`src/rtl/rr_sched_pkg.sv`:
```
// Shared definitions for the round-robin grant scheduler.
//   - state_e : FSM state encodings (IDLE/GRANT/GAP)
//   - N_REQ_DEF, CODE_W_DEF : default requester count and grant code width
package rr_sched_pkg;
  localparam int N_REQ_DEF  = 16;
  localparam int CODE_W_DEF = 4;

  typedef enum logic [1:0] {
    IDLE  = 2'b00,
    GRANT = 2'b01,
    GAP   = 2'b10
  } state_e;
endpackage

```
`src/rtl/rr_pick.sv`:
```
// Combinational rotating priority encoder.
//   req : request vector
//   ptr : index of the last grantee; search starts at ptr+1 and wraps
//   idx : first set request at or after ptr+1 (mod N_REQ)
//   any : at least one request is set
// N_REQ must equal 2**CODE_W so index arithmetic wraps for free.
module rr_pick
  import rr_sched_pkg::*;
#(
  parameter int N_REQ  = N_REQ_DEF,
  parameter int CODE_W = CODE_W_DEF
) (
  input  logic [N_REQ-1:0]  req,
  input  logic [CODE_W-1:0] ptr,
  output logic [CODE_W-1:0] idx,
  output logic              any
);
  logic [CODE_W-1:0] w_pos;

  // Scan farthest offset first so the nearest set bit after ptr is the last write.
  always_comb begin
    idx   = '0;
    w_pos = '0;
    any   = |req;
    for (int k = N_REQ - 1; k >= 0; k--) begin
      w_pos = ptr + CODE_W'(k + 1);
      if (req[w_pos]) idx = w_pos;
    end
  end
endmodule

```
`src/rtl/rr_grant_sched.sv`:
```
// Round-robin grant scheduler driving a CODE_W-to-N_REQ decoded select bus.
//   clk       : clock
//   rst       : synchronous active-high reset
//   req       : request vector, bit i = requester i wants the bus
//   gnt_code  : registered index of current/last grantee (decoder input)
//   gnt_valid : registered, high while a grant is active (gates decoder)
//   preempt   : registered one-cycle pulse when a grant is revoked by timeout
// A grant is held while its owner keeps requesting, up to MAX_HOLD cycles
// when others wait. Every release passes through one GAP cycle so two
// decoded lines are never active back to back.
module rr_grant_sched
  import rr_sched_pkg::*;
#(
  parameter int N_REQ    = N_REQ_DEF,
  parameter int CODE_W   = CODE_W_DEF,
  parameter int MAX_HOLD = 8
) (
  input  logic              clk,
  input  logic              rst,
  input  logic [N_REQ-1:0]  req,
  output logic [CODE_W-1:0] gnt_code,
  output logic              gnt_valid,
  output logic              preempt
);
  localparam int HOLD_W = $clog2(MAX_HOLD + 1);

  state_e            r_state;
  logic [CODE_W-1:0] r_ptr;
  logic [CODE_W-1:0] r_code;
  logic [HOLD_W-1:0] r_hold;
  logic              r_valid;
  logic              r_preempt;

  logic [CODE_W-1:0] w_idx;
  logic              w_any;
  logic              w_own;
  logic              w_others;
  logic              w_at_max;

  rr_pick #(.N_REQ(N_REQ), .CODE_W(CODE_W)) u_pick (
    .req (req),
    .ptr (r_ptr),
    .idx (w_idx),
    .any (w_any)
  );

  assign w_own    = req[r_code];
  assign w_others = |(req & ~(N_REQ'(1) << r_code));
  assign w_at_max = (r_hold == HOLD_W'(MAX_HOLD));

  always_ff @(posedge clk) begin
    if (rst) begin
      r_state   <= IDLE;
      r_ptr     <= CODE_W'(N_REQ - 1);
      r_code    <= '0;
      r_hold    <= '0;
      r_valid   <= 1'b0;
      r_preempt <= 1'b0;
    end else begin
      case (r_state)
        IDLE, GAP: begin
          r_preempt <= 1'b0;
          if (w_any) begin
            // ptr was left at the released index, so it now ranks last.
            r_state <= GRANT;
            r_code  <= w_idx;
            r_ptr   <= w_idx;
            r_hold  <= HOLD_W'(1);
            r_valid <= 1'b1;
          end else begin
            r_state <= IDLE;
          end
        end
        GRANT: begin
          if (!w_own) begin
            r_state <= GAP;
            r_valid <= 1'b0;
          end else if (w_at_max && w_others) begin
            r_state   <= GAP;
            r_valid   <= 1'b0;
            r_preempt <= 1'b1;
          end else if (!w_at_max) begin
            r_hold <= r_hold + HOLD_W'(1);
          end
          // at max with no competitor: hold saturates, grant stays
        end
        default: begin
          r_state   <= IDLE;
          r_ptr     <= CODE_W'(N_REQ - 1);
          r_code    <= '0;
          r_hold    <= '0;
          r_valid   <= 1'b0;
          r_preempt <= 1'b0;
        end
      endcase
    end
  end

  assign gnt_code  = r_code;
  assign gnt_valid = r_valid;
  assign preempt   = r_preempt;
endmodule

```
`config.mk`:
```
export PLATFORM = sky130hd
export DESIGN_NAME = rr_grant_sched
export DESIGN_NICKNAME = d
export VERILOG_FILES = /design/src/rtl/rr_sched_pkg.sv /design/src/rtl/rr_pick.sv /design/src/rtl/rr_grant_sched.sv
export SDC_FILE = /design/constraint.sdc
export NUM_CORES = 1
export LEC_CHECK = 0
export CORE_MARGIN = 5
export CORE_UTILIZATION = 62
export CTS_BUF_LIST = sky130_fd_sc_hd__clkbuf_4 sky130_fd_sc_hd__clkbuf_8
export CTS_CLUSTER_DIAMETER = 200
export DETAILED_ROUTE_END_ITERATION = 12
export PLACE_DENSITY = 0.88
export SKIP_LAST_GASP = 1
export SYNTH_ARGS = -nofsm -noshare
export SYNTH_HDL_FRONTEND = slang
export SYNTH_SLANG_ARGS = --single-unit
export TNS_END_PERCENT = 30
```
`constraint.sdc`:
```
create_clock -name clk -period 3.8 [get_ports clk]
set_input_delay 0.76 -clock clk [delete_from_list [all_inputs] [get_ports clk]]
set_output_delay 0.76 -clock clk [all_outputs]
set_load 0.1 [all_outputs]
```
Yosys cells after proc, flatten, opt, wreduce, memory -nomap -nowiden
Cells that the tools add are included.

Add/sub/neg operators: 16. Multiply operators: 0. Div/mod/pow operators: 0. $lt $le $gt $ge: 17. Equal/unequal tests: 8. Shifts and indexed selects: 1. Mux-type cells: 66. Bitwise gates (word level): 3. Reductions and logical operators: 10.

Operator list (number): 4-bit by 5-bit less-than comparator with 1-bit output, second input constant (17); 4-bit two-way mux (21); 1-bit binary-select mux with 4-bit select (17); 4-bit adder, second input constant (8); 16-bit OR reduction (2); 4-bit case mux with 2 select lines (3); 1-bit two-way mux (21); 4-bit by 3-bit adder with 4-bit output, second input constant (4); 16-bit bitwise AND (1); 16-bit NOT (1); 1-bit by 4-bit left shift with 16-bit output, first input constant (1); 4-bit by 1-bit adder with 4-bit output, second input constant (2); 4-bit by 2-bit adder with 4-bit output, second input constant (2); 2-bit inequality test, second input constant (3); 2-bit AND reduction (3); 4-bit equality test, second input constant (1); 2-bit two-way mux (2); 2-bit case mux with 2 select lines (1); 4-bit AND reduction (1); 2-bit OR reduction (2); 3-bit inequality test, second input constant (1); 2-bit by 1-bit equality test with 1-bit output, second input constant (1); 2-bit equality test, second input constant (1); 2-bit zero test (1); other kinds (4) (4).

Flip-flop bits (word level): 16. Bits in latches: 0. RAM bits: 0. Bits in read-only memories: 0. Output and inout port bits: 6. Logic and storage cells: 127. Memories kept: 0.

Depth between registers and ports, before layout
Gate-level depths: netlist of run 1.

Depth in word-level cells: 20. Depth in mapped cells: 15. Depth with buffers taken out: 10.

By module
Synthesis of run 1 repeated with hierarchy kept, for this count alone.

Cell total of the unflattened synthesis: 368. Area, all modules: 3111.7 sq um.

Modules (own cells, without submodules): rr_pick (times used 1, cells an instance 235, area each 1979.4 sq um); rr_grant_sched (times used 1, cells an instance 133, area each 1132.3 sq um).

Worst setup path before layout of run 1
No wires, ideal clock.

Kind: reg2reg. Start: reg r_ptr[0]. End: reg r_code[2], in the netlist gnt_code[2]. Arrival: 3.463 ns. Slack: 0.269 ns. Cell stages (with the launch flop): 15. Buffers on the path: 5. Path through: dfxtp_1 -> buf_6 -> buf_6 -> buf_2 -> inv_1 -> ha_1 -> buf_2 -> buf_1 -> mux4_2 -> mux4_2 -> a221o_1 -> a21o_1 -> nor3_2 -> a21oi_1 -> a21oi_2.

Cells in the longest elaborated chain, start to end: 20.

RTL lines: start, declared (line rr_grant_sched.sv:28) `logic [CODE_W-1:0] r_ptr;`; start signal, assigned (line rr_grant_sched.sv:54) `r_ptr <= CODE_W'(N_REQ - 1);`; start signal, assigned (line rr_grant_sched.sv:67) `r_ptr <= w_idx;`; start signal, assigned (line rr_grant_sched.sv:89) `r_ptr <= CODE_W'(N_REQ - 1);`; 4-bit adder or 1-bit binary-select mux with 4-bit select (tied branches) (line rr_pick.sv:26, rr_pick.sv:27); 1-bit binary-select mux with 4-bit select or 1-bit two-way mux (tied branches) (line rr_pick.sv:27) `if (req[w_pos]) idx = w_pos;`; 1-bit two-way mux (not written as such) or 4-bit two-way mux (tied branches) (line rr_pick.sv:27); 4-bit two-way mux (14 in a row) (line rr_pick.sv:27); 4-bit two-way mux (*) (line rr_pick.sv:27); 4-bit two-way mux (*) (line rr_grant_sched.sv:63) `if (w_any) begin`; 4-bit case mux with 2 select lines (*) (line rr_grant_sched.sv:60) `case (r_state)`; end signal, assigned (line rr_grant_sched.sv:66) `r_code <= w_idx;`; end, declared (line rr_grant_sched.sv:29) `logic [CODE_W-1:0] r_code;`.

Mark *: on every way between the ends. The rest lies on a longest branch, timed or not. The select of a mux whose other input is x is not followed. A chain may end at the register's enable or synchronous reset.

Worst setup path after layout of run 1
Start: in req[10]. End: reg r_code[0], in the netlist gnt_code[0].

Cells in the longest elaborated chain, start to end: 20.

RTL lines: start, declared (line rr_grant_sched.sv:20) `input logic [N_REQ-1:0] req,`; 1-bit binary-select mux with 4-bit select (line rr_pick.sv:27); 1-bit two-way mux (not written as such) (line rr_pick.sv:27); 4-bit two-way mux (16 in a row) (line rr_pick.sv:27); 4-bit two-way mux (line rr_grant_sched.sv:63); 4-bit case mux with 2 select lines (line rr_grant_sched.sv:60).

Several ways; a longest one is shown, not always the timed one. The select of a mux whose other input is x is not followed.

==> impl_metrics.toml, run 1 <==
[routing]
wl_per_cell_um = 21.3
drt-vias-per-instance = 7.23
drc = 0
ant_nets = 0
num_vias = 3442
drtIter0Drc = 379
first_pass_iters = 5
routed_wl_mm = 10.1

[setup_path]
r2r_end = "gnt_code[0]$_SDFFE_PP0P_"
worst-path-stages = 9
crit_chain = "clkdlybuf4s50_1 -> mux4_2 -> mux2_2 -> mux2i_1 -> nand3_1 -> and4_1 -> o32ai_1 -> nand4b_1 -> a21oi_1"
r2r-start = "r_ptr[0]$_SDFFE_PP1P_"
startpoint_type = "input port"
worstRegToRegCells = 10
max_stage_delay_ns = 0.64
rrSetupSlack_ns = 0.30
critPathLaunch = "req[10]"
cp_top_family = "multiplexers"
end_kind = "register"
critical_path.max_fanout = 11
cp_slowest_cell = "mux4_2"
cp-endpoint = "gnt_code[0]$_SDFFE_PP0P_"
cp_data_arrival_time_ns = 3.71
critPathBufInv = 1
crit_required_ns = 3.97
crit_type = "in2reg"

[min_path]
hold_path_class = "reg2reg"
min_from = "gnt_valid$_SDFFE_PP0P_"

[clock_network]
ctsHoldBuffers = 0
clkTransAtPathRegs_ns = 0.06
root_buffer = "clkbuf_8"
cts_setup_buffers = 0
cts_tree = "done"
clockBufferDepth = 2
htreeDepth = 1
cts_buffers = 3
clk_latency_ns = 0.24
post_cts_resized = 0
cts_sinks = 16

[synthesis]
synthMuxAreaShare_pct = 36.2
synth_edf_count = 0
syn-cell-area_mm2 = 0.00326
ys_seq_area_share_pct = 9.81
synth_area_leader_cell = "mux4_2"
syn_inst = 385
yosys_warnings = 0
synth_compound_area_share_pct = 20.9
synth_area_leaders = "mux4_2 (23%), dfxtp_1 (9.8%), mux2i_1 (8.3%)"
ys_seq_elements = 16
syn_area_per_cell_um2 = 8.48
yosys-top-cells-count = "mux4_2 (33), nand2_1 (33), nor2_1 (32)"
synth_top_area_share_pct = 22.8
synthAdderAreaFrac_pct = 3.45
async_flop_share_pct = 0
synth_xor_area_share_pct = 4.52
synth.net_count = 412
ys.flop_type = "dfxtp_1"
synthSimpleGateAreaFrac_pct = 19.4
synthDistinctLibCells = 63
synth_top_family_by_area = "multiplexers"

[finish]
nNetsFinal = 435
areaGrowthSynthToFinish_pct = 12.0
diodes = 0
layout-drive-gt1-share_pct = 21.4

[global_route]
grt_max_degree = 36
antenna_found_initial = 0
globalRouteOverflowTotal = 0
grt_pass1_vias = 3274
grtUsageTotal_pct = 31.3
grt_pass1_wl_mm = 16.5

[placed_design]
io_buffers = 23
dp_hpwl_mm = 7.67
gp_congestion = 0.994

[timing]
maxSlewViolCount = 0
max_freq_ghz = 0.282
hold_violations = 0
rsz0062_at_grt = "no"
setup_viol_count_final = 0
fin_setup_tns_ns = 0
fin_skew_ns = 0.00305
relSlewSlack_pct = 34.5
fin_crit_sh_pct = 93.3
period_minus_slack_ns = 3.55
tightest_slew_ns = 0.980

[floorplan]
fp.coreArea_mm2 = 0.00511
initial_utilization_pct = 63.9
top_level_ports = 24
die_w_um = 82.6
die_h_um = 82.6
std_cell_rows = 26
die-area_mm2 = 0.00682

[status]
status = "finished, final reports clean"

[run]
cap_violations = 0
## cells by family after synthesis
group           after synthesis
mux                          75
simple gates                125
xor+xnor                     16
flops                        16
compound gates              102
buf+inv                      42
fa+ha+maj                     9
## tightest hold or removal path, delay by kind of cell (launching register included)
kind	cells	cell delay, ns
and+or+nand+nor	1	0.05
DFF	1	0.31
AOI/OAI and AO/OA	1	0.06
## cell usage in the layout, fill, tap and decap left out, types with 3 or more instances in the layout
master           Yosys  layout
mux4_2              33      33
mux2i_1             27      27
nand3_1              7       7
or3_1                3       3
o211ai_1             7       7
a31oi_1              6       6
nor3b_1              4       4
dfxtp_1             16      16
o31ai_1              3       3
o22ai_1              6       6
mux2_2              15      15
ha_1                 9       9
buf_4                0      26
clkdlybuf4s50_1      0      20
o21ai_0             15      15
o21a_1               4       4
nor3_1              10      10
inv_1               12      12
xor2_1               3       3
o21bai_1             4       4
nor2_1              32      32
nand2b_1             9       9
nand2_1             33      33
nor4_1               7       7
a22oi_1              4       4
nand3b_1             3       3
xnor2_1             12      12
a21oi_1             27      27
clkbuf_8             0       3
## per-layer routing
| layer | vias to the layer above | global-route usage (%) | wire (um) |
|---|---|---|---|
| li1 | 1537 | - | - |
| met1 | 1652 | 41.6 | 3950 |
| met2 | 219 | 52.3 | 4910 |
| met3 | 34 | 2.17 | 909 |
| met4 | 0 | 13.2 | 365 |
| met5 | - | 0 | 0 |
## sequential cells by signal (all words and copies together) (netlist names)
signal and cells:
preempt 1, gnt_valid 1, r_hold 4, gnt_code 4, r_ptr 4, r_state 2
## area by class of cell
cell class                 instances  area [um^2]
clock buffer                       3         41.3
fill                             403         1450
inverter                          14         52.6
multi-input combinational        327         2760
sequential                        16          320
tap                               70         87.6
timing repair buffer              46          395
## how the worst min path moves through the flow
stage / end / slack (ns) / cells after the start
floorplan: r_hold[1]$_SDFFE_PP0P_ / 0.46 / 2
global placement: gnt_valid$_SDFFE_PP0P_ / 0.44 / 2
detailed placement: gnt_valid$_SDFFE_PP0P_ / 0.46 / 2
CTS: gnt_valid$_SDFFE_PP0P_ / 0.47 / 2
global route: gnt_valid$_SDFFE_PP0P_ / 0.50 / 2
finish: gnt_valid$_SDFFE_PP0P_ / 0.47 / 2
## through the flow
stage	worst slack (ns)	hold WS, ns	cells	util (%)	cell area [um^2]
3_5_place_dp	0.0983	0.463	473	70.8	3620
3_3_place_gp	0.184	0.443	473	70.8	3620
2_1_floorplan	0.269	0.462	385	-	3260
5_1_grt	0.0717	0.501	476	71.6	3660
6_report	0.253	0.466	476	71.6	3660
4_1_cts	0.336	0.471	476	71.6	3660
Power of run 1 is not shown: default switching activity piles up to over one toggle a cycle in this logic, so the estimate is an artifact.
==> run 2: changes to the inputs <==
--- a/config.mk
+++ b/config.mk
@@ -6,11 +6,11 @@
 export NUM_CORES = 1
 export LEC_CHECK = 0
 export CORE_MARGIN = 5
-export CORE_UTILIZATION = 62
-export CTS_BUF_LIST = sky130_fd_sc_hd__clkbuf_4 sky130_fd_sc_hd__clkbuf_8
+export CORE_UTILIZATION = 61
 export CTS_CLUSTER_DIAMETER = 200
 export DETAILED_ROUTE_END_ITERATION = 12
-export PLACE_DENSITY = 0.88
+export GPL_TIMING_DRIVEN = 0
+export PLACE_DENSITY = 0.87
 export SKIP_LAST_GASP = 1
 export SYNTH_ARGS = -nofsm -noshare
 export SYNTH_HDL_FRONTEND = slang
==> run 2 against run 1 <==
Via count grew 4.9%. Fmax down 4.6%. Die area rose by 1.4%. Non-clock buffer count is 14 higher. Global-route usage shrank 2.5 points. Critical endpoint is now gnt_code[2]$_SDFFE_PP0P_.
==> impl_metrics.toml, run 2 (synthesis results as in run 1) <==
[floorplan]
initial_utilization_pct = 63.5
die_w_um = 83.2
fp.coreArea_mm2 = 0.00514
die_h_um = 83.2
std_cell_rows = 26
die-area_mm2 = 0.00691
top_level_ports = 24

[clock_network]
clkTransAtPathRegs_ns = 0.06
clk_latency_ns = 0.25
cts_buffers = 3
clockBufferDepth = 2
cts_sinks = 16
htreeDepth = 1
cts_tree = "done"
root_buffer = "clkbuf_8"

[timing]
relSlewSlack_pct = 34.9
period_minus_slack_ns = 3.72
fin_skew_ns = 0.000689
max_freq_ghz = 0.269
hold_violations = 0
whs_ns = 0.458
setup_viol_count_final = 0
setup_ws_ns = 0.0807
maxSlewViolCount = 0
tightest_slew_ns = 0.973
fin_crit_sh_pct = 97.9

[routing]
first_pass_iters = 5
ant_nets = 0
routed_wl_mm = 10.6
drt-vias-per-instance = 7.35
num_vias = 3611
drtIter0Drc = 457
drc = 0
wl_per_cell_um = 21.5

[setup_path]
end_kind = "register"
worstRegToRegCells = 14
startpoint_type = "register"
cp_data_arrival_time_ns = 3.90
crit_type = "reg2reg"
crit_required_ns = 3.98
critical_path.max_fanout = 10

[finish]
nNetsFinal = 449
final_area_mm2 = 0.00384
areaGrowthSynthToFinish_pct = 17.7
layout-drive-gt1-share_pct = 25.2
diodes = 0
finish.utilization_pct = 74.7
layout_common_cells = "nand2_1 (33), mux4_2 (33), nor2_1 (32)"
fill_cells = 376

[placed_design]
dp_slack_ns = -0.351
gp_congestion = 0.997
dp_hpwl_mm = 7.68
io_buffers = 19
post_dp_cell_area_mm2 = 0.00354

[global_route]
antenna_found_initial = 0
grt_pass1_wl_mm = 16.7
grt_max_degree = 11
grtUsageTotal_pct = 28.8
grt_pass1_vias = 3337
globalRouteOverflowTotal = 0

[status]
status = "finished, final reports clean"

[min_path]
hold_path_class = "reg2reg"
hold_depth = 2

[run]
cap_violations = 0
==> run 2: changes by cell type in the layout (fill, tap and decap cells not counted), sizes merged <==
cell | previous run | this run
inv | 13 | 12
clkdlybuf4s50 | 20 | 19
buf | 26 | 27
clkbuf | 3 | 18
clkinvlp | 0 | 1
==> run 2: stage by stage <==
stage / instances / TNS (ns)
after floorplan: 385 / 0
after global placement: 474 / -1.79
after detailed placement: 474 / -1.95
after CTS: 479 / -0.0100
after global routing: 491 / -0.00469
final: 491 / 0
==> run 2: repair_timing <==
item | in CTS | in global routing
gates cloned | 0 | 0
pin swaps | 0 | 3
hold buffers | 0 | 0
buffers inserted | 2 | 12
resized for setup | 13 | 21
endpoints found under the setup margin | 8 | 8
==> run 2: path summary, 6_finish.rpt <==
check                          from                  endpoint  slack, ns
max           r_ptr[0]$_SDFFE_PP1P_  gnt_code[2]$_SDFFE_PP0P_       0.08
min          gnt_valid$_SDFFE_PP0P_    gnt_valid$_SDFFE_PP0P_       0.46
max reg2reg   r_ptr[0]$_SDFFE_PP1P_  gnt_code[2]$_SDFFE_PP0P_       0.08
min reg2reg  gnt_valid$_SDFFE_PP0P_    gnt_valid$_SDFFE_PP0P_       0.46
==> run 2: routing by layer <==
metal | global-route usage [%] | up-vias | wire [um]
met3 | 3.76 | 57 | 1190
met5 | 0 | - | 0
li1 | - | 1568 | -
met4 | 13.8 | 0 | 457
met1 | 36.3 | 1664 | 3830
met2 | 48.6 | 322 | 5090
==> run 2: worst max-delay path, stage by stage (launching register included) <==
cell,delay [ns]
dfxtp_1,0.34
buf_6,0.15
buf_6,0.16
buf_6,0.16
clkinvlp_4,0.16
ha_1,0.31
clkbuf_4,0.19
buf_6,0.16
mux4_2,0.42
mux4_2,0.56
a221o_1,0.36
a21o_1,0.22
nor3_2,0.21
a21oi_2,0.11
a21oi_2,0.13
==> run 2: area by class of cell <==
cell class,count,area (um^2),area share (%)
Tap cell,70,87.6,2.28
Multi-Input combinational cell,327,2870,74.8
Inverter,14,58.8,1.53
Timing Repair Buffer,33,295,7.69
Sequential cell,16,322,8.37
Clock buffer,4,55.1,1.43
Buffer,27,149,3.88
Power of run 2 is left out for the same reason.
